==> src/rtl/bk_stream_accumulator_pkg.sv <==
// rtl/bk_stream_accumulator_pkg.sv - shared constants, FSM state type and saturating increment
package bk_stream_accumulator_pkg;

    localparam int DATA_W = 32;

    typedef enum logic {
        ACCUM = 1'b0,
        HOLD  = 1'b1
    } state_t;

    // Callers pass the counter zero-extended to 32 bits and truncate the result back.
    function automatic logic [31:0] sat_inc(input logic [31:0] value, input logic [31:0] max_value);
        return (value == max_value) ? value : value + 32'd1;
    endfunction

endpackage

==> src/rtl/bk_stream_accumulator_if.sv <==
// rtl/bk_stream_accumulator_if.sv - operand input stream and result output stream
interface bk_stream_accumulator_if #(parameter int CNT_W = 8);
    import bk_stream_accumulator_pkg::*;

    logic              in_valid;
    logic              in_ready;
    logic [DATA_W-1:0] in_data;
    logic              in_last;
    logic              out_valid;
    logic              out_ready;
    logic [DATA_W-1:0] out_sum;
    logic [CNT_W-1:0]  out_carries;
    logic [CNT_W-1:0]  out_count;
    logic              out_cnt_sat;

    modport master (
        output in_valid, in_data, in_last, out_ready,
        input  in_ready, out_valid, out_sum, out_carries, out_count, out_cnt_sat
    );

    modport slave (
        input  in_valid, in_data, in_last, out_ready,
        output in_ready, out_valid, out_sum, out_carries, out_count, out_cnt_sat
    );
endinterface

==> src/rtl/bk_stream_accumulator_adder.sv <==
// rtl/bk_stream_accumulator_adder.sv - combinational 32-bit Brent-Kung adder
module bk_stream_accumulator_adder
    import bk_stream_accumulator_pkg::*;
(
    input  logic [DATA_W-1:0] a,
    input  logic [DATA_W-1:0] b,
    input  logic              cin,
    output logic [DATA_W-1:0] s,
    output logic              cout
);
    logic [DATA_W-1:0] w_p;
    logic [DATA_W-1:0] w_gg;
    logic [DATA_W-1:0] w_pp;

    // In-place prefix tree: up-sweep builds power-of-two spans, down-sweep fills the gaps.
    always_comb begin
        w_p   = a ^ b;
        w_gg  = a & b;
        w_pp  = w_p;
        w_gg[0] = (a[0] & b[0]) | (w_p[0] & cin);
        for (int d = 1; d < DATA_W; d = d * 2) begin
            for (int i = 2 * d - 1; i < DATA_W; i = i + 2 * d) begin
                w_gg[i] = w_gg[i] | (w_pp[i] & w_gg[i-d]);
                w_pp[i] = w_pp[i] & w_pp[i-d];
            end
        end
        for (int d = DATA_W / 4; d >= 1; d = d / 2) begin
            for (int i = 3 * d - 1; i < DATA_W; i = i + 2 * d) begin
                w_gg[i] = w_gg[i] | (w_pp[i] & w_gg[i-d]);
                w_pp[i] = w_pp[i] & w_pp[i-d];
            end
        end
    end

    assign s    = w_p ^ {w_gg[DATA_W-2:0], cin};
    assign cout = w_gg[DATA_W-1];
endmodule

==> src/rtl/bk_stream_accumulator.sv <==
// rtl/bk_stream_accumulator.sv - framed streaming accumulator with carry and operand counters
module bk_stream_accumulator
    import bk_stream_accumulator_pkg::*;
#(
    parameter int CNT_W = 8
) (
    input  logic                    clk,
    input  logic                    rst,
    bk_stream_accumulator_if.slave  bus
);
    localparam logic [CNT_W-1:0] CNT_MAX = '1;

    state_t            r_state;
    state_t            w_state_nxt;
    logic [DATA_W-1:0] r_acc;
    logic [CNT_W-1:0]  r_count;
    logic [CNT_W-1:0]  r_carries;
    logic              r_sat;
    logic              r_out_valid;
    logic [DATA_W-1:0] r_out_sum;
    logic [CNT_W-1:0]  r_out_carries;
    logic [CNT_W-1:0]  r_out_count;
    logic              r_out_sat;

    logic [DATA_W-1:0] w_sum;
    logic              w_cout;
    logic [CNT_W-1:0]  w_count_nxt;
    logic [CNT_W-1:0]  w_carries_nxt;
    logic              w_sat_nxt;
    logic              w_in_ready;
    logic              w_accept;

    bk_stream_accumulator_adder u_adder (
        .a    (r_acc),
        .b    (bus.in_data),
        .cin  (1'b0),
        .s    (w_sum),
        .cout (w_cout)
    );

    always_ff @(posedge clk or posedge rst) begin
        if (rst) r_state <= ACCUM;
        else     r_state <= w_state_nxt;
    end

    always_comb begin
        w_state_nxt = r_state;
        case (r_state)
            ACCUM:   if (w_accept && bus.in_last)       w_state_nxt = HOLD;
            HOLD:    if (r_out_valid && bus.out_ready)  w_state_nxt = ACCUM;
            default: w_state_nxt = ACCUM;
        endcase
    end

    always_comb begin
        w_in_ready = ~r_out_valid;
        w_accept   = bus.in_valid & w_in_ready & (r_state == ACCUM);
    end

    always_comb begin
        w_count_nxt   = CNT_W'(sat_inc(32'(r_count), 32'(CNT_MAX)));
        w_carries_nxt = w_cout ? CNT_W'(sat_inc(32'(r_carries), 32'(CNT_MAX))) : r_carries;
        w_sat_nxt     = r_sat | (r_count == CNT_MAX) | (w_cout & (r_carries == CNT_MAX));
    end

    always_ff @(posedge clk or posedge rst) begin
        if (rst) begin
            r_acc         <= '0;
            r_count       <= '0;
            r_carries     <= '0;
            r_sat         <= 1'b0;
            r_out_valid   <= 1'b0;
            r_out_sum     <= '0;
            r_out_carries <= '0;
            r_out_count   <= '0;
            r_out_sat     <= 1'b0;
        end else if (w_accept) begin
            if (bus.in_last) begin
                r_out_sum     <= w_sum;
                r_out_carries <= w_carries_nxt;
                r_out_count   <= w_count_nxt;
                r_out_sat     <= w_sat_nxt;
                r_out_valid   <= 1'b1;
                r_acc         <= '0;
                r_count       <= '0;
                r_carries     <= '0;
                r_sat         <= 1'b0;
            end else begin
                r_acc         <= w_sum;
                r_count       <= w_count_nxt;
                r_carries     <= w_carries_nxt;
                r_sat         <= w_sat_nxt;
            end
        end else if (r_out_valid && bus.out_ready) begin
            r_out_valid <= 1'b0;
        end
    end

    assign bus.in_ready    = w_in_ready;
    assign bus.out_valid   = r_out_valid;
    assign bus.out_sum     = r_out_sum;
    assign bus.out_carries = r_out_carries;
    assign bus.out_count   = r_out_count;
    assign bus.out_cnt_sat = r_out_sat;
endmodule

==> src/flat_wrapper.sv <==
// flat-port wrapper written by rule: the top's interface ports become plain ports
module bk_stream_accumulator_flat import bk_stream_accumulator_pkg::*;
#(
    parameter int CNT_W = 8
)
  (clk, rst, bus_in_valid, bus_in_data, bus_in_last, bus_out_ready, bus_in_ready, bus_out_valid, bus_out_sum, bus_out_carries, bus_out_count, bus_out_cnt_sat);
  bk_stream_accumulator_if #(.CNT_W(CNT_W)) bus_i ();
  input  logic clk;
  input  logic rst;
  input wire logic [$bits(bus_i.in_valid)-1:0] bus_in_valid;
  input wire logic [$bits(bus_i.in_data)-1:0] bus_in_data;
  input wire logic [$bits(bus_i.in_last)-1:0] bus_in_last;
  input wire logic [$bits(bus_i.out_ready)-1:0] bus_out_ready;
  output wire logic [$bits(bus_i.in_ready)-1:0] bus_in_ready;
  output wire logic [$bits(bus_i.out_valid)-1:0] bus_out_valid;
  output wire logic [$bits(bus_i.out_sum)-1:0] bus_out_sum;
  output wire logic [$bits(bus_i.out_carries)-1:0] bus_out_carries;
  output wire logic [$bits(bus_i.out_count)-1:0] bus_out_count;
  output wire logic [$bits(bus_i.out_cnt_sat)-1:0] bus_out_cnt_sat;
  assign bus_i.in_valid = bus_in_valid;
  assign bus_i.in_data = bus_in_data;
  assign bus_i.in_last = bus_in_last;
  assign bus_i.out_ready = bus_out_ready;
  assign bus_in_ready = bus_i.in_ready;
  assign bus_out_valid = bus_i.out_valid;
  assign bus_out_sum = bus_i.out_sum;
  assign bus_out_carries = bus_i.out_carries;
  assign bus_out_count = bus_i.out_count;
  assign bus_out_cnt_sat = bus_i.out_cnt_sat;
  bk_stream_accumulator #(.CNT_W(CNT_W)) u_core (.clk(clk), .rst(rst), .bus(bus_i));
endmodule
==> config.mk <==
export PLATFORM = sky130hd
export DESIGN_NAME = bk_stream_accumulator_flat
export DESIGN_NICKNAME = d
export VERILOG_FILES = /design/src/rtl/bk_stream_accumulator_pkg.sv /design/src/rtl/bk_stream_accumulator_if.sv /design/src/rtl/bk_stream_accumulator_adder.sv /design/src/rtl/bk_stream_accumulator.sv /design/src/flat_wrapper.sv
export SDC_FILE = /design/constraint.sdc
export NUM_CORES = 1
export LEC_CHECK = 0
export CORE_MARGIN = 2
export CORE_UTILIZATION = 55
export DETAILED_ROUTE_END_ITERATION = 10
export PLACE_DENSITY_LB_ADDON = 0.05
export REMOVE_ABC_BUFFERS = 1
export SYNTH_ARGS = -nofsm -noshare
export SYNTH_HDL_FRONTEND = slang
export SYNTH_HIERARCHICAL = 1
export SYNTH_SLANG_ARGS = --single-unit
export TNS_END_PERCENT = 50
==> constraint.sdc <==
create_clock -name clk -period 4.1 [get_ports clk]
set_input_delay 0.82 -clock clk [delete_from_list [all_inputs] [get_ports clk]]
set_output_delay 0.82 -clock clk [all_outputs]
set_load 0.05 [all_outputs]
* Word level (Yosys, flattened, before mapping)
Cells that the tools add are included.
** Storage, ports and cells
- Logic and storage cells :: 184
- Bits of input ports :: 37
- Flip-flop bits (word level) :: 100
- Output and inout bits :: 51
** Operators by class
- Bitwise operators :: 151
- Reductions and logical operators :: 5
- Eq/ne operators :: 3
- Add/subtract/negate cells :: 2
- Multiplexer cells :: 13
** Operators with widths (count)
- $and A1 B1 Y1 :: 87
- $xor A32 B32 Y32 :: 2
- $or A1 B1 Y1 :: 59
- $mux W8 :: 5
- $and A32 B32 Y32 :: 1
- $mux W32 :: 1
- $add A8 B1 Y8 const B :: 2
- $eq A8 B8 Y1 const B :: 2
- $mux W1 :: 6
- $reduce_and A2 Y1 :: 2
- $logic_and A1 B1 Y1 :: 2
- $ne A2 B2 Y1 const B :: 1
- $not A1 Y1 :: 2
- $pmux W1 S2 :: 1
- $reduce_bool A2 Y1 :: 1

* Logic depth before layout (Yosys ltp)
Gate-level depths: netlist (run 1).
- Depth after elaboration :: 19
- Gate-level depth with buffers :: 14
- Depth with buffers taken out :: 14

* Modules after synthesis
Netlist (run 1), hierarchy kept.
** Modules (own cells, without submodules)
- bk_stream_accumulator :: area each 4369.2 um^2, cells an instance 479, sequential area each 2502.4 um^2, times used 1
- bk_stream_accumulator_adder :: area each 1388.8 um^2, cells an instance 151, sequential area each 0.0 um^2, times used 1

* Least setup slack after synthesis (run 1)
No wires, ideal clock.
- Kind :: in2reg
- From :: in bus_in_data[0]
- To :: reg u_core.r_carries[4]
- Cell stages on the path :: 14
- Buffers on the path :: 0
- Data arrival time :: 3.382 ns
- Data required time :: 4.017 ns
- Setup time :: 0.083 ns
- Path slack :: 0.635 ns
- Path through :: inv_1 > fa_1 > inv_1 > fa_1 > a211oi_2 > o21ai_2 > o2111ai_4 > o41ai_4 > a21o_1 > a221o_1 > and4_2 > o21ai_0 > or3_1 > o21ai_0
** On the way
- Cells in the longest elaborated chain, start to end :: 13
** Ends and longest elaborated chain
- from (decl) :: line flat_wrapper.sv:11 : input wire logic [$bits(bus_i.in_data)-1:0] bus_in_data;
- $and A1 B1 Y1 :: line bk_stream_accumulator_adder.sv:20 : w_gg[0] = (a[0] & b[0]) | (w_p[0] & cin);
- $and A1 B1 Y1 :: line bk_stream_accumulator_adder.sv:23 : w_gg[i] = w_gg[i] | (w_pp[i] & w_gg[i-d]);
- $or A1 B1 Y1 :: line bk_stream_accumulator_adder.sv:23
- $and A1 B1 Y1 :: line bk_stream_accumulator_adder.sv:23
- $or A1 B1 Y1 :: line bk_stream_accumulator_adder.sv:23
- $and A1 B1 Y1 :: line bk_stream_accumulator_adder.sv:23
- $or A1 B1 Y1 :: line bk_stream_accumulator_adder.sv:23
- $and A1 B1 Y1 :: line bk_stream_accumulator_adder.sv:23
- $or A1 B1 Y1 :: line bk_stream_accumulator_adder.sv:23
- $and A1 B1 Y1 :: line bk_stream_accumulator_adder.sv:23
- $or A1 B1 Y1 :: line bk_stream_accumulator_adder.sv:23
- net u_core.w_cout :: line bk_stream_accumulator.sv:26 : logic w_cout;
- $mux W8 :: line bk_stream_accumulator.sv:62 : w_carries_nxt = w_cout ? CNT_W'(sat_inc(32'(r_carries), 32'(CNT_MAX))) : r_carries;
- $mux W8 :: line bk_stream_accumulator.sv:78 : if (bus.in_last) begin
- to (signal assigned) :: line bk_stream_accumulator.sv:91 : r_carries <= w_carries_nxt;
- to (decl) :: line bk_stream_accumulator.sv:17 : logic [CNT_W-1:0] r_carries;
The timed path passes the listed nets, and every way through them passes these cells.
A chain may end at the register's enable or synchronous reset.

* Worst setup path after layout (run 1)
- From :: in bus_in_data[0]
- To :: reg u_core.r_out_carries[5] (netlist: u_core/bus.out_carries[5])
** On the way
- Cells in the longest elaborated chain, start to end :: 12
** Ends and longest elaborated chain
- $and A1 B1 Y1 :: line bk_stream_accumulator_adder.sv:20
- $and A1 B1 Y1 :: line bk_stream_accumulator_adder.sv:23
- $or A1 B1 Y1 :: line bk_stream_accumulator_adder.sv:23
- $and A1 B1 Y1 :: line bk_stream_accumulator_adder.sv:23
- $or A1 B1 Y1 :: line bk_stream_accumulator_adder.sv:23
- $and A1 B1 Y1 :: line bk_stream_accumulator_adder.sv:23
- $or A1 B1 Y1 :: line bk_stream_accumulator_adder.sv:23
- $and A1 B1 Y1 :: line bk_stream_accumulator_adder.sv:23
- $or A1 B1 Y1 :: line bk_stream_accumulator_adder.sv:23
- $and A1 B1 Y1 :: line bk_stream_accumulator_adder.sv:23
- $or A1 B1 Y1 :: line bk_stream_accumulator_adder.sv:23
- net u_core.w_cout :: line bk_stream_accumulator.sv:26
- $mux W8 :: line bk_stream_accumulator.sv:62
- to (signal assigned) :: line bk_stream_accumulator.sv:80 : r_out_carries <= w_carries_nxt;
- to (decl) :: line bk_stream_accumulator.sv:21 : logic [CNT_W-1:0] r_out_carries;
The timed path passes the listed nets, and every way through them passes these cells.

==> flow_metrics.tcl, run 1 <==
set metrics [dict create \
    status "finished, final reports clean" \
    synthTopCellsByArea "dfrtp_1 43%, nand2_1 13%, ha_1 7.0%" \
    slew_headroom_pct 45.3 \
    ys_seq_area_share_pct 43.5 \
    fp-row-count 37 \
    crit_family "compound AO/OA/AOI/OAI gates" \
    cts_tree "built" \
    hold_depth 2 \
    die_w_microns 106 \
    die-area_sq_um 11300 \
    synth_common_cells "207 x nand2_1, 100 x dfrtp_1, 53 x o21ai_0, 32 x ha_1, 32 x inv_1" \
    ir_worst_vdd_mv 0.367 \
    grt_overflow 0 \
    postCtsSetupRepairBufs 0 \
    clock_sinks 100 \
    slowest_delay_ns 0.45 \
    grt_use_total_pct 23.6 \
    setup-tns-final_ns 0 \
    worst_slew_pin_slew_ns 0.820 \
    min_to "u_core/bus.out_sum[14]" \
    critPathSlowestCell "clkdlybuf4s50_1" \
    ctsHoldBuffers 0 \
    die_y_microns 106 \
    route.detailed.wl_per_inst_microns 14.8 \
    gp_congestion 0.815 \
    cap_violations 0 \
    rsz0062_at_grt "no" \
    rr_endpoint "u_core/bus.out_carries[5]" \
    postSynth.topFlopCell "dfrtp_1" \
    final_util_pct 67.6 \
    synth_top_area_share_pct 43.5 \
    fin_cells 849 \
    syn_inst 630 \
    hold_viol_final 0 \
    path_cells "clkdlybuf4s50_1 -> inv_1 -> fa_1 -> inv_1 -> fa_1 -> a211oi_2 -> o21ai_2 -> o2111ai_4 -> o41ai_4 -> a21o_1 -> a221o_1 -> nand3_1 -> or3b_4 -> xor2_1 -> o21ai_2" \
    max_freq_ghz 0.265 \
    start_util_pct 56.3 \
    vias_per_cell 5.36 \
    drive_above_1_share_pct 6.73 \
    nets 795 \
    worst_slack_ns 0.329 \
    drt_first_pass_iters 5 \
    dr_wl_met2_mm 6.04 \
    cts_root_buf "clkbuf_8" \
    clk_path_buf_depth 2 \
    crit_fanout 8 \
    grt_start_max_net_pins 60 \
    wl_met3_microns 482 \
    skew_ns 0.00982 \
    critPathRequiredTime_ns 4.34 \
    ys_types 59 \
    ant_nets 0 \
    worst-r2r-setup-slack_ns 0.84 \
    async_flop_share_pct 100 \
    cts_made_buffers 9 \
    yosysTopAreaCell "dfrtp_1" \
    syn2layout_area_growth_pct 20.1 \
    syn_avg_cell_area_sq_um 9.14 \
    antenna_found_initial 0 \
    wl_mm 12.5 \
    synth-edff-count 0 \
    setup.worst_path.class "in -> reg" \
    hp-start "u_core/bus.out_sum[14]" \
    n_antenna_cell 0 \
    leakagePower_uw 0.00329 \
    vias 4551 \
    htreeDepth 3 \
    critPathLaunchType "primary input" \
    io_buffers 87 \
    crit_arrival_ns 4.01 \
    dp_cells 834 \
    clk_latency_ns 0.37 \
    clk_pin_slew_ns 0.09 \
    top_layer "met4" \
    drc 0 \
    core_area_sq_um 10200 \
    synth.cell_area_sq_um 5760 \
    grt_pass1_wl_mm 21.2 \
    reg2regPathDepth 14 \
    ys_ff_latch 100 \
    yosysWarnings 6 \
    p_per_area_nw_per_um2 700 \
    timing.rr.start "u_core/r_acc[0]" \
    ios 88 \
    crit_path_end_kind "flop" \
    hold_path.class "reg -> reg" \
    period_share_pct 92.0 \
    fin_crit_ns 3.77 \
    place_hpwl_mm 8.84 \
    met1Wirelength_mm 5.85 \
    critical_path_buf_inv_count 3 \
    drt_first_iter_violations 166 \
    drv_slew 0 \
    grt_pass1_vias 4501 \
    setup_violations 0 \
    dpl_worst_slack_ns -0.0883 \
    synth.most_common_cell "nand2_1" \
]
==> cell type report <==
| class | instances | area [sq um] |
|---|---|---|
| clock buffer | 11 | 141 |
| clock inverter | 4 | 50.0 |
| fill | 834 | 3310 |
| inverter | 32 | 123 |
| multi-input combinational | 469 | 2970 |
| sequential | 100 | 2500 |
| tap | 136 | 170 |
| timing repair buffer | 97 | 958 |
==> worst max path at each step <==
stage / from / endpoint / slack [ns] / cells after the start
2_1_floorplan: bus_in_data[0] / u_core/bus.out_carries[5] / 0.62 / 14
3_3_place_gp: bus_in_data[0] / u_core/bus.out_carries[5] / 0.03 / 15
5_1_grt: bus_in_data[0] / u_core/r_carries[4] / 0.06 / 16
6_report: bus_in_data[0] / u_core/bus.out_carries[5] / 0.33 / 15
4_1_cts: bus_in_data[0] / u_core/r_carries[6] / 0.29 / 15
3_5_place_dp: bus_in_data[0] / u_core/r_carries[6] / -0.09 / 15
==> metrics by stage <==
step                      power [uW]  hold WS [ns]  instance area [sq um]
after floorplan                 3420         0.450                   5590
after global placement          4140         0.456                   6720
after detailed placement        4220         0.462                   6720
after CTS                       4880         0.484                   6910
after global routing            5200         0.494                   6920
final                           4840         0.476                   6920
==> layout by cell type, fill, tap and decap left out, types with 3 or more instances in the layout <==
cell / instances
xor2_1: 13
nand4_1: 4
inv_1: 31
o31ai_1: 4
mux2i_1: 6
clkdlybuf4s50_1: 87
a21o_1: 7
nor3_1: 4
buf_4: 9
a21oi_2: 3
nand3_1: 8
a21oi_1: 20
o21ai_1: 15
dfrtp_1: 100
nor2_1: 17
clkbuf_8: 10
nand2_1: 206
a31oi_1: 3
fa_1: 17
o21ai_0: 53
ha_1: 32
and4_1: 3
o211ai_1: 3
xnor2_1: 10
==> layer usage <==
metal  vias up  track usage (%)
li1       2242                -
met1      2216             31.9
met2        83             39.1
met3        10             3.56
met4         0             7.99
met5         -                0
==> cells by family after synthesis <==
logic type | Yosys count | synth area share [%]
AND/OR/NAND/NOR | 260 | 19.4
AO/OA/AOI/OAI | 129 | 14.4
flip-flops | 100 | 43.5
buffers and inverters | 61 | 5.06
adder cells (fa/ha/maj) | 49 | 12.9
XOR/XNOR | 23 | 3.50
multiplexers | 7 | 1.24
other | 1 | 0.0651
==> tightest hold or removal path: stages, from the launching register on <==
cell	delay, ns
dfrtp_1	0.35
nand2_1	0.05
nand2_1	0.05
==> repair_timing <==
item / CTS / global route
hold endpoints to repair: 0 / 0
resized for setup: 0 / 1
setup endpoints to repair: 0 / 1
==> where the power goes <==
group	internal, uW	total (uW)	leakage, uW	switching, uW
registers	1330	1610	0.00130	274
logic	928	2600	0.00190	1670
clock network	295	634	0.0000914	339
==> state kept, by name, summed over array words and instances (netlist names) <==
name / cells
u_core/bus.out_carries: 8
u_core/bus.out_cnt_sat: 1
u_core/bus.out_count: 8
u_core/bus.out_sum: 32
u_core/bus.out_valid: 1
u_core/r_acc: 32
u_core/r_carries: 8
u_core/r_count: 8
u_core/r_sat: 1
u_core/r_state: 1
Power figures use the tool's default switching activity.
==> inputs of run 2 (changes only) <==
--- a/config.mk
+++ b/config.mk
@@ -10,6 +10,7 @@
 export DETAILED_ROUTE_END_ITERATION = 10
 export PLACE_DENSITY_LB_ADDON = 0.05
 export REMOVE_ABC_BUFFERS = 1
+export SETUP_SLACK_MARGIN = 0.3
 export SYNTH_ARGS = -nofsm -noshare
 export SYNTH_HDL_FRONTEND = slang
 export SYNTH_HIERARCHICAL = 1
==> flow_metrics.tcl, run 2 (synthesis results as in run 1) <==
set metrics [dict create \
    gp_congestion 0.815 \
    start_util_pct 56.3 \
    timing.rr.start "u_core/r_acc[0]" \
    wl_mm 12.6 \
    clk_latency_ns 0.37 \
    vias 4533 \
    drt_first_pass_iters 4 \
    place_area_sq_um 6720 \
    critPathSlowestCell "clkdlybuf4s50_1" \
    grt_pass1_vias 4501 \
    ir_worst_vdd_mv 0.368 \
    crit_arrival_ns 3.76 \
    dpl_worst_slack_ns -0.0883 \
    ctsHoldBuffers 0 \
    drc 0 \
    reg2regPathDepth 14 \
    die_y_microns 106 \
    place_hpwl_mm 8.84 \
    p_per_area_nw_per_um2 698 \
    fin_crit_ns 3.51 \
    route.detailed.wl_per_inst_microns 14.8 \
    syn2layout_area_growth_pct 20.7 \
    clock_sinks 100 \
    cts_tree "built" \
    setup-tns-final_ns 0 \
    cts_made_buffers 9 \
    antenna_found_initial 0 \
    die-area_sq_um 11300 \
    worst_slack_ns 0.588 \
    grt_overflow 0 \
    ios 88 \
    drt_first_iter_violations 187 \
    fin_area_sq_um 6950 \
    max_freq_ghz 0.285 \
    critPathLaunchType "primary input" \
    vias_per_cell 5.33 \
    final_util_pct 67.9 \
    wl_met3_microns 463 \
    setup_violations 0 \
    die_w_microns 106 \
    drive_above_1_share_pct 7.84 \
    worst_slew_pin_slew_ns 0.826 \
    top_layer "met4" \
    core_area_sq_um 10200 \
    dr_wl_met2_mm 6.15 \
    crit_path_end_kind "flop" \
    cts_root_buf "clkbuf_8" \
    ant_nets 0 \
    critPathRequiredTime_ns 4.34 \
    slew_headroom_pct 45.0 \
    path_cells "clkdlybuf4s50_1 -> ha_1 -> o211ai_2 -> o21ai_2 -> o2111ai_4 -> o41ai_4 -> a21o_1 -> a221o_2 -> nand3_2 -> or3b_4 -> mux2i_1 -> o21ai_1" \
    skew_ns 0.00965 \
    fp-row-count 37 \
    final_cell_mix "206 x nand2_1, 100 x dfrtp_1, 86 x clkdlybuf4s50_1" \
    io_buffers 87 \
    setup.worst_path.class "in -> reg" \
    clk_path_buf_depth 2 \
    crit_start "bus_in_data[3]" \
    period_share_pct 85.7 \
    status "finished, final reports clean" \
    hold_viol_final 0 \
    crit_fanout 8 \
    worst-r2r-setup-slack_ns 0.76 \
    n_antenna_cell 0 \
    leakagePower_uw 0.00331 \
    endpoint "u_core/r_carries[5]" \
    grt_pass1_wl_mm 21.2 \
    cap_violations 0 \
    rr_endpoint "u_core/r_carries[5]" \
    nets 796 \
    grt_use_total_pct 23.6 \
    slowest_delay_ns 0.42 \
    hold_path.class "reg -> reg" \
    grt_start_max_net_pins 60 \
    htreeDepth 3 \
    drv_slew 0 \
    met1Wirelength_mm 5.82 \
    clk_pin_slew_ns 0.09 \
    rsz0062_at_grt "no" \
    nFillCells 834 \
    layout_commonest_cell "nand2_1" \
]
[run 2: what timing repair did]
action | 4_1_cts | 5_1_grt
pin swaps | 0 | 7
setup endpoints to repair | 1 | 22
gates resized for setup | 1 | 11
cloned | 0 | 0
setup buffers | 0 | 1
[run 2: routing by layer]
metal,global-route usage (%),vias to the layer above
met3,3.56,10
met1,31.9,2205
li1,-,2245
met2,39.1,73
met5,0,-
met4,7.99,0
[run 2: how the worst min path moves through the flow]
| stage | from | end | cells after the start |
|---|---|---|---|
| detailed placement | u_core/bus.out_sum[14] | u_core/bus.out_sum[14] | 2 |
| global route | u_core/bus.out_sum[18] | u_core/bus.out_sum[18] | 2 |
| floorplan | u_core/r_acc[0] | u_core/r_acc[0] | 2 |
| global placement | u_core/bus.out_sum[4] | u_core/bus.out_sum[4] | 2 |
| CTS | u_core/bus.out_sum[18] | u_core/bus.out_sum[18] | 2 |
| finish | u_core/bus.out_sum[14] | u_core/bus.out_sum[14] | 2 |
[run 2: where the power goes]
| part | internal (uW) | switching (uW) | total, uW |
|---|---|---|---|
| Combinational | 936 | 1680 | 2610 |
| Sequential | 1330 | 275 | 1610 |
| Clock | 295 | 337 | 632 |
[run 2: final cells by class]
class                      instances  area [sq um]  share of cell area [%]
inverter                          32           123                    1.76
timing repair buffer              98           968                    13.9
clock buffer                      11           141                    2.03
clock inverter                     4          50.0                   0.720
multi-input combinational        469          3000                    43.1
sequential                       100          2500                    36.0
tap                              136           170                    2.45
[run 2: critical path, delay by kind of cell]
| family | cells | cell delay (ns) |
|---|---|---|
| mux | 1 | 0.16 |
| simple gates | 2 | 0.49 |
| compound gates | 7 | 1.48 |
| buf+inv | 1 | 0.42 |
| fa+ha+maj | 1 | 0.36 |
[run 2: metrics by stage]
stage	hold slack, ns	power [uW]	instances
global placement	0.456	4140	834
CTS	0.484	4880	849
floorplan	0.450	3420	601
global route	0.494	5220	850
finish	0.477	4850	850
detailed placement	0.462	4220	834
==> inputs of run 3 (changes only) <==
--- a/config.mk
+++ b/config.mk
@@ -15,4 +15,3 @@
 export SYNTH_HDL_FRONTEND = slang
 export SYNTH_HIERARCHICAL = 1
 export SYNTH_SLANG_ARGS = --single-unit
-export TNS_END_PERCENT = 50
==> constraint.sdc (replaced) <==
create_clock -name clk -period 3.9 [get_ports clk]
set_input_delay 0.78 -clock clk [delete_from_list [all_inputs] [get_ports clk]]
set_output_delay 0.78 -clock clk [all_outputs]
set_load 0.05 [all_outputs]
==> flow_metrics.tcl, run 3 (synthesis results as in run 1) <==
set metrics [dict create \
    intPower_uw 2840 \
    p_per_area_nw_per_um2 745 \
    io_buffers 87 \
    critPathSlowestCell "fa_1" \
    slew_headroom_pct 29.0 \
    grt_use_total_pct 23.7 \
    grt_start_max_net_pins 68 \
    final_cell_mix "206 x nand2_1, 100 x dfrtp_1, 86 x clkdlybuf4s50_1" \
    holdWs_ns 0.477 \
    path_cells "dlygate4sd2_1 -> inv_1 -> fa_2 -> inv_2 -> fa_2 -> a211oi_2 -> o21ai_2 -> o2111ai_4 -> o41ai_4 -> buf_4 -> a21boi_1 -> o21ai_1 -> fa_1 -> xor2_2 -> nand2_1 -> o21ai_0" \
    grt_pass1_vias 4674 \
    worst-r2r-setup-slack_ns 0.68 \
    route.detailed.wl_per_inst_microns 14.5 \
    layout_commonest_cell "nand2_1" \
    ios 88 \
    nets 805 \
    start_util_pct 56.3 \
    die_y_microns 106 \
    drt_first_iter_violations 175 \
    slowest_delay_ns 0.43 \
    core_area_sq_um 10200 \
    fp-row-count 37 \
    drive_above_1_share_pct 8.84 \
    status "finished, final reports clean" \
    clk_pin_slew_ns 0.09 \
    clk_latency_ns 0.37 \
    place_area_sq_um 6770 \
    timing.rr.start "u_core/r_acc[0]" \
    ir_worst_vdd_mv 0.408 \
    ctsHoldBuffers 0 \
    p_comb_share_pct 53.0 \
    die_w_microns 106 \
    p_sw_uw 2410 \
    crit_arrival_ns 3.71 \
    dpl_worst_slack_ns -0.183 \
    worst_slew_pin_slew_ns 1.07 \
    setup_violations 0 \
    cts_tree "built" \
    drt_first_pass_iters 6 \
    clk_path_buf_depth 2 \
    n_antenna_cell 0 \
    finalPower_uw 5250 \
    endpoint "u_core/r_acc[27]" \
    gp_congestion 0.815 \
    cts_root_buf "clkbuf_8" \
    crit_fanout 3 \
    critPathLaunchType "primary input" \
    setup.worst_path.class "in -> reg" \
    reg2regPathDepth 15 \
    rr_endpoint "u_core/r_acc[27]" \
    clock_sinks 100 \
    critPathRequiredTime_ns 4.18 \
    wl_mm 12.5 \
    htreeDepth 3 \
    antenna_found_initial 0 \
    grt_overflow 0 \
    place_hpwl_mm 8.68 \
    hold_path.class "reg -> reg" \
    clkPwrFrac_pct 14.9 \
    syn2layout_area_growth_pct 22.4 \
    rsz0062_at_grt "yes" \
    drv_slew 0 \
    vias_per_cell 5.33 \
    crit_top_cell "fa_2" \
    cts_made_buffers 9 \
    fin_crit_ns 3.43 \
    cap_violations 0 \
    crit_start "bus_in_data[0]" \
    die-area_sq_um 11300 \
    period_share_pct 88.1 \
    vias 4582 \
    skew_ns 0.0105 \
    leakagePower_uw 0.00337 \
    crit_path_end_kind "flop" \
    fin_area_sq_um 7050 \
    max_freq_ghz 0.291 \
    netSwitchingFraction_pct 45.8 \
    drc 0 \
    ant_nets 0 \
    hold_viol_final 0 \
    power_frac_seq_pct 32.1 \
    final_util_pct 68.9 \
    grt_pass1_wl_mm 21.5 \
    worst_slack_ns 0.466 \
]
## run 3: metrics by stage
step           TNS, ns  cells
2_1_floorplan        0    601
4_1_cts              0    859
6_report             0    860
3_5_place_dp     -1.93    841
5_1_grt              0    860
3_3_place_gp    -0.652    841
## run 3: worst max-delay path, delay by kind of cell
kind,cells,cell delay [ns]
compound gates,7,1.19
fa+ha+maj,3,0.98
buf+inv,4,0.50
xor+xnor,1,0.20
simple gates,1,0.06
## run 3: power groups by stage
stage / logic [uW] / clock network, uW / registers (uW)
floorplan: 1210 / 0 / 2380
global placement: 2690 / 0 / 1690
detailed placement: 2760 / 0 / 1710
CTS: 2780 / 797 / 1690
global route: 3060 / 838 / 1740
finish: 2790 / 781 / 1690
## run 3: what timing repair did
item                                   4_1_cts  5_1_grt
setup buffers                                2        1
endpoints found under the hold margin        0        0
setup endpoints to repair                    9       14
pin swaps                                   10        4
gates resized for setup                      5        7
## run 3: how the worst min path moves through the flow
stage                            from                      to  depth (start not counted)
6_report       u_core/bus.out_sum[14]  u_core/bus.out_sum[14]                          2
5_1_grt        u_core/bus.out_sum[15]  u_core/bus.out_sum[15]                          2
4_1_cts        u_core/bus.out_sum[22]  u_core/bus.out_sum[22]                          2
3_5_place_dp    u_core/bus.out_sum[4]   u_core/bus.out_sum[4]                          2
3_3_place_gp   u_core/bus.out_sum[15]  u_core/bus.out_sum[15]                          2
2_1_floorplan         u_core/r_acc[0]         u_core/r_acc[0]                          2
## run 3: layout make-up
cell class / count / area, sq um
clock buffers: 11 / 131
clock inverters: 5 / 100
fillers: 845 / 3180
inverters: 32 / 123
multi-input cells: 469 / 2990
flip-flops and latches: 100 / 2500
well taps: 136 / 170
repair buffers: 107 / 1030
## run 3: layer usage
layer,GRT usage [%],up-vias,wire length (microns)
li1,-,2267,-
met1,30.2,2204,5420
met2,40.6,97,6260
met3,4.23,14,640
met4,8.55,0,189
met5,0,-,0
